--- src/rtl/issue_ctrl.sv ---
`timescale 1ns/1ps
// -----------------------------------------------------------------------------
// issue_ctrl
//   In-order issue controller sitting between the decoder and the
//   execution/writeback stage. Accepts one decoded instruction per cycle,
//   holds it back on register hazards (per-register scoreboard), sends
//   mul/div to a single non-pipelined long-latency unit and everything else
//   down a 1-cycle path, and owns the single register-file write port.
//   A saturating counter records decoder stall cycles.
//
// Parameters
//   MUL_LAT, DIV_LAT : issue-to-writeback latency of mul / div (>= 2)
//
// Ports
//   clk            rising-edge clock
//   reset          asynchronous, active-low reset
//   dec_valid      decoded instruction present (held until accepted)
//   dec_rd/rs1/rs2 register indices
//   dec_alu_op     [3:0]==0011 mul, 0100 div, anything else simple
//   dec_reg_write  instruction writes dec_rd
//   dec_ready      instruction can be accepted this cycle (combinational)
//   iss_valid      dec_valid && dec_ready
//   iss_long       issued op goes to the mul/div unit
//   wb_valid/wb_rd registered register-file write strobe and destination
//   busy           scoreboard, bit i = register i has a write pending
//   stall_cnt      saturating count of cycles with dec_valid && !dec_ready
// -----------------------------------------------------------------------------
module issue_ctrl #(
  parameter int MUL_LAT = 3,
  parameter int DIV_LAT = 8
) (
  input  logic        clk,
  input  logic        reset,
  input  logic        dec_valid,
  input  logic [4:0]  dec_rd,
  input  logic [4:0]  dec_rs1,
  input  logic [4:0]  dec_rs2,
  input  logic [10:0] dec_alu_op,
  input  logic        dec_reg_write,
  output logic        dec_ready,
  output logic        iss_valid,
  output logic        iss_long,
  output logic        wb_valid,
  output logic [4:0]  wb_rd,
  output logic [31:0] busy,
  output logic [15:0] stall_cnt
);

  localparam int MAX_LAT = (MUL_LAT > DIV_LAT) ? MUL_LAT : DIV_LAT;
  localparam int CNT_W   = (MAX_LAT > 2) ? $clog2(MAX_LAT) : 1;

  localparam logic [0:0] ST_IDLE = 1'b0;
  localparam logic [0:0] ST_RUN  = 1'b1;

  localparam logic [3:0] OPC_MUL = 4'b0011;
  localparam logic [3:0] OPC_DIV = 4'b0100;

  // State
  logic [31:0]      busy_q,      busy_d;
  logic             wb_valid_q,  wb_valid_d;
  logic [4:0]       wb_rd_q,     wb_rd_d;
  logic [0:0]       state_q,     state_d;
  logic [CNT_W-1:0] cnt_q,       cnt_d;
  logic [4:0]       long_rd_q,   long_rd_d;
  logic             long_wr_q,   long_wr_d;
  logic [15:0]      stall_cnt_q, stall_cnt_d;

  // Decode
  logic is_mul, is_div, is_long, wr_en, long_done, hazard;
  logic unused_op_bits;

  assign is_mul  = (dec_alu_op[3:0] == OPC_MUL);
  assign is_div  = (dec_alu_op[3:0] == OPC_DIV);
  assign is_long = is_mul || is_div;
  assign wr_en   = dec_reg_write && (dec_rd != 5'd0);
  assign unused_op_bits = ^dec_alu_op[10:4];

  // Long unit delivers its result at the edge ending this cycle.
  assign long_done = (state_q == ST_RUN) && (cnt_q == CNT_W'(1));

  // No bypass: a pending register blocks readers and writers until the
  // edge after its writeback. A simple writer must also yield the port to a
  // long op finishing this cycle.
  assign hazard = busy_q[dec_rs1]
               || busy_q[dec_rs2]
               || (dec_reg_write && busy_q[dec_rd])
               || (is_long && (state_q != ST_IDLE))
               || (!is_long && dec_reg_write && long_done);

  assign dec_ready = reset && !hazard;
  assign iss_valid = dec_valid && dec_ready;
  assign iss_long  = iss_valid && is_long;

  // Next-state logic
  // NOTE: every variable gets a default at the top of the block so no path
  // leaves it unassigned, which would otherwise infer a latch.
  always_comb begin
    busy_d      = busy_q;
    wb_valid_d  = 1'b0;
    wb_rd_d     = wb_rd_q;
    state_d     = state_q;
    cnt_d       = cnt_q;
    long_rd_d   = long_rd_q;
    long_wr_d   = long_wr_q;
    stall_cnt_d = stall_cnt_q;

    // Scoreboard: retire the register written this cycle, then mark the new
    // destination. WAW stalling keeps the two from hitting the same bit.
    if (wb_valid_q) busy_d[wb_rd_q] = 1'b0;
    if (iss_valid && wr_en) busy_d[dec_rd] = 1'b1;
    busy_d[0] = 1'b0;

    // Long unit
    case (state_q)
      ST_IDLE: begin
        if (iss_valid && is_long) begin
          state_d   = ST_RUN;
          cnt_d     = is_mul ? CNT_W'(MUL_LAT - 1) : CNT_W'(DIV_LAT - 1);
          long_rd_d = dec_rd;
          long_wr_d = wr_en;
        end
      end
      default: begin
        if (long_done) begin
          state_d = ST_IDLE;
          cnt_d   = '0;
        end else begin
          cnt_d = cnt_q - CNT_W'(1);
        end
      end
    endcase

    // Writeback port: at most one of these can fire in a cycle.
    if (long_done) begin
      wb_valid_d = long_wr_q;
      wb_rd_d    = long_rd_q;
    end else if (iss_valid && !is_long && wr_en) begin
      wb_valid_d = 1'b1;
      wb_rd_d    = dec_rd;
    end

    if (dec_valid && !dec_ready && (stall_cnt_q != 16'hFFFF))
      stall_cnt_d = stall_cnt_q + 16'd1;
  end

  // NOTE: sequential state uses non-blocking assignments so every flop
  // samples the pre-edge values regardless of statement order.
  always_ff @(posedge clk or negedge reset) begin
    if (!reset) begin
      busy_q      <= '0;
      wb_valid_q  <= 1'b0;
      wb_rd_q     <= '0;
      state_q     <= ST_IDLE;
      cnt_q       <= '0;
      long_rd_q   <= '0;
      long_wr_q   <= 1'b0;
      stall_cnt_q <= '0;
    end else begin
      busy_q      <= busy_d;
      wb_valid_q  <= wb_valid_d;
      wb_rd_q     <= wb_rd_d;
      state_q     <= state_d;
      cnt_q       <= cnt_d;
      long_rd_q   <= long_rd_d;
      long_wr_q   <= long_wr_d;
      stall_cnt_q <= stall_cnt_d;
    end
  end

  assign busy      = busy_q;
  assign wb_valid  = wb_valid_q;
  assign wb_rd     = wb_rd_q;
  assign stall_cnt = stall_cnt_q;

endmodule

--- config.mk ---
export PLATFORM = sky130hd
export DESIGN_NAME = issue_ctrl
export DESIGN_NICKNAME = d
export VERILOG_FILES = /design/src/rtl/issue_ctrl.sv
export SDC_FILE = /design/constraint.sdc
export NUM_CORES = 1
export LEC_CHECK = 0
export CAP_MARGIN = 5
export CORE_MARGIN = 5
export CORE_UTILIZATION = 51
export DETAILED_ROUTE_END_ITERATION = 10
export GPL_ROUTABILITY_DRIVEN = 1
export GPL_TIMING_DRIVEN = 0
export HOLD_SLACK_MARGIN = 0.06
export PLACE_DENSITY = 0.81
export SLEW_MARGIN = 20
export SYNTH_ARGS = -nofsm -noshare
export SYNTH_HDL_FRONTEND = slang
export SYNTH_SLANG_ARGS = --single-unit
--- constraint.sdc ---
create_clock -name clk -period 3.1 [get_ports clk]
set_input_delay 0.31 -clock clk [delete_from_list [all_inputs] [get_ports clk]]
set_output_delay 0.31 -clock clk [all_outputs]
set_load 0.05 [all_outputs]
==> flow_summary.ini <==
[cells_and_area]
final_nets = 508
final_util = 0.714
seq_area_um2 = 1590
area_growth_pct = 35.5
most-common-layout-cells = clkdlybuf4s50_1 (66), o21ai_0 (65), dfrtp_1 (55)
final_common_cell = clkdlybuf4s50_1
drive_above_1_share = 0.213
multi_input_comb_area_um2 = 2230
diodes = 0
fillers = 519

[global_routing]
grt_max_degree = 36
grt_pass1_wl_um = 18600
antenna_found_initial = 0
grt_pass1_vias = 3636
gr-total-overflow = 0
grt_usage = 0.243

[power]
peakVddDrop_uv = 602
power.share.sequential = 0.383
swShare = 0.337
power_frac_comb = 0.280
leakagePower_uw = 0.00213
p_int_uw = 1700
p_clk_frac = 0.337
power.switching_uw = 864
p_per_area_nw_per_um2 = 490

[synth]
yosys.area_share.simple = 0.193
muxShareOfSynthArea = 0.157
ys_types = 54
ys_seq_area_frac = 0.408
ys_ff_latch = 63
async_flop_share = 1.00
syn_inst = 369
synth_fa_ha_area_frac = 0.00972
yosys_warnings = 0
synth_top_cell_by_area = dfrtp_1
synth_xor_area_frac = 0.0340
synth_top_family_by_area = simple AND/OR/NAND/NOR gates
synthTopCellsByArea = dfrtp_1 (41%), o21ai_0 (8.5%), mux2i_1 (6.0%)
ys.flop_type = dfrtp_1
synth-edff-count = 0
syn_nets = 402
synth_top_area_share = 0.408
syn-cell-area_um2 = 3860
synth-compound-area-share = 0.165
syn_area_per_cell_um2 = 10.5

[clock_network]
numCtsBuffers = 9
cts_root_buf = clkbuf_8
clkTransAtPathRegs_ns = 0.08
clock_sinks = 63
htree_levels = 3
tritoncts = yes
cts_max_path_buffers = 2
clk_latency_ns = 0.35

[timing]
fin_crit_ns = 3.11
fin_setup_tns_ns = -0.00629
fmax_mhz = 322
finClkSkew_ns = 0.0137
tightest_slew_ns = 0.558
finalHoldViolations = 0
final_max_slew_viol_count = 0
rsz0062_at_grt = yes
fin_crit_sh = 1.00
whs_ns = 0.455
setup_slack_ns = -0.00629
finalSetupViolCount = 1
slew_headroom = 0.628

[critical_path]
r2r_cells = 6
r2r-end = busy[15]
critPathSlowestCell = mux4_2
start_kind = flip-flop
path_cells = mux4_2 -> and3_4 -> nor4_4 -> buf_4 -> nand2_4 -> a2111oi_4 -> buf_6 -> and2_4 -> buf_8
crit_path_max_fanout = 4
crit_family = simple AND/OR/NAND/NOR gates
r2r_slack_ns = 0.15
worstSetupEndpointType = output port
critPathKind = reg2out
cp.required_ns = 2.79
crit_path_max_incr_delay_ns = 0.46
worst-path-buf-inv = 3
regToRegStartpoint = busy[1]
critPathArrivalTime_ns = 2.80

[drt]
drc = 0
vias_per_cell = 6.32
num_vias = 3658
wl_per_cell_um = 20.2
drtIter0Drc = 375
first_pass_iters = 6
ant_nets = 0
totalWireLength_um = 11700

[run_status]
violations = setup timing
status = complete, but fails checks

[die]
die_area_um2 = 9420
core.rowCount = 31
die_h_um = 97.0
core_um2 = 7330
start_util = 0.527
chipWidth_um = 97.0
ios = 87

[min_path]
hold_class = in2async

[placed_design]
pre_cts_ws_ns = -1.49
port_buffers = 72
hpwlAfterDp_um = 8090
gp_congestion = 0.944

[job]
max-cap-violations = 0
-- state kept, by name, indices dropped and copies added (netlist names) --
signal     cells
cnt_q          3
wb_valid       1
long_wr_q      1
long_rd_q      5
state_q        1
wb_rd          5
stall_cnt     16
busy          31
-- logic make-up (layout without fill, tap and decap cells) --
| family | count (synthesis) | in the layout |
|---|---|---|
| AO/OA/AOI/OAI | 100 | 100 |
| XOR/XNOR | 15 | 15 |
| adder cells (fa/ha/maj) | 3 | 3 |
| buffers and inverters | 28 | 139 |
| flip-flops | 63 | 63 |
| multiplexers | 42 | 42 |
| other | 1 | 1 |
| AND/OR/NAND/NOR | 117 | 117 |
-- synth_stat cells, drive strengths merged (5+ instances only) --
| cell type | number |
|---|---|
| inv | 8 |
| nand2 | 19 |
| nand3 | 13 |
| dfrtp | 63 |
| clkbuf | 14 |
| nor2b | 8 |
| and2 | 6 |
| nor4 | 9 |
| mux4 | 12 |
| mux2 | 7 |
| o21ai | 67 |
| and3 | 10 |
| mux2i | 23 |
| a221o | 5 |
| nand4 | 9 |
| nand3b | 10 |
| or3b | 6 |
| nor3 | 8 |
| xor2 | 15 |
| buf | 6 |
| nor2 | 8 |
| a21oi | 6 |
-- repair_timing --
| action | in CTS | in global routing |
|---|---|---|
| endpoints found under the hold margin | 28 | 0 |
| pin swaps | 4 | 4 |
| buffers inserted | 7 | 14 |
| resized for setup | 30 | 17 |
| hold buffers | 1 | 0 |
| endpoints found under the setup margin | 21 | 3 |
-- how the worst max path moves through the flow --
stage                         start         to   slack, ns  depth (start not counted)
after floorplan            busy[15]  iss_valid        0.02                          7
after global placement        reset  iss_valid       -2.98                          6
after detailed placement  dec_rd[0]  iss_valid       -1.49                         10
after CTS                  busy[18]  iss_valid  -0.0000009                          7
after global routing       busy[19]  iss_valid        -0.1                          9
final                      busy[19]  iss_valid      -0.006                          9
-- metrics by stage --
step	power (uW)	instance area, um2	instances
2_1_floorplan	1440	3870	369
3_3_place_gp	1650	4720	540
3_5_place_dp	1680	4730	541
4_1_cts	2550	5070	565
5_1_grt	2660	5230	579
6_report	2560	5230	579
-- power groups by stage --
stage	sequential, uW	combinational [uW]	clock (uW)
CTS	981	704	868
finish	982	717	865
detailed placement	993	684	0
global placement	989	665	0
global route	994	762	902
floorplan	1150	287	0
-- metal layers --
layer / vias to the layer above / wire length, um / global-route usage
li1: 1617 / - / -
met1: 1771 / 4740 / 0.316
met2: 235 / 5520 / 0.387
met3: 35 / 1120 / 0.0698
met4: 0 / 316 / 0.0864
met5: - / 0 / 0
-- final cells by class --
type | count | area share
well taps | 99 | 0.0237
repair buffers | 95 | 0.174
clock inverters | 6 | 0.0208
multi-input cells | 278 | 0.427
clock buffers | 10 | 0.0244
flip-flops and latches | 63 | 0.303
plain buffers | 20 | 0.0213
inverters | 8 | 0.00574
Power figures use the tool's default switching activity.
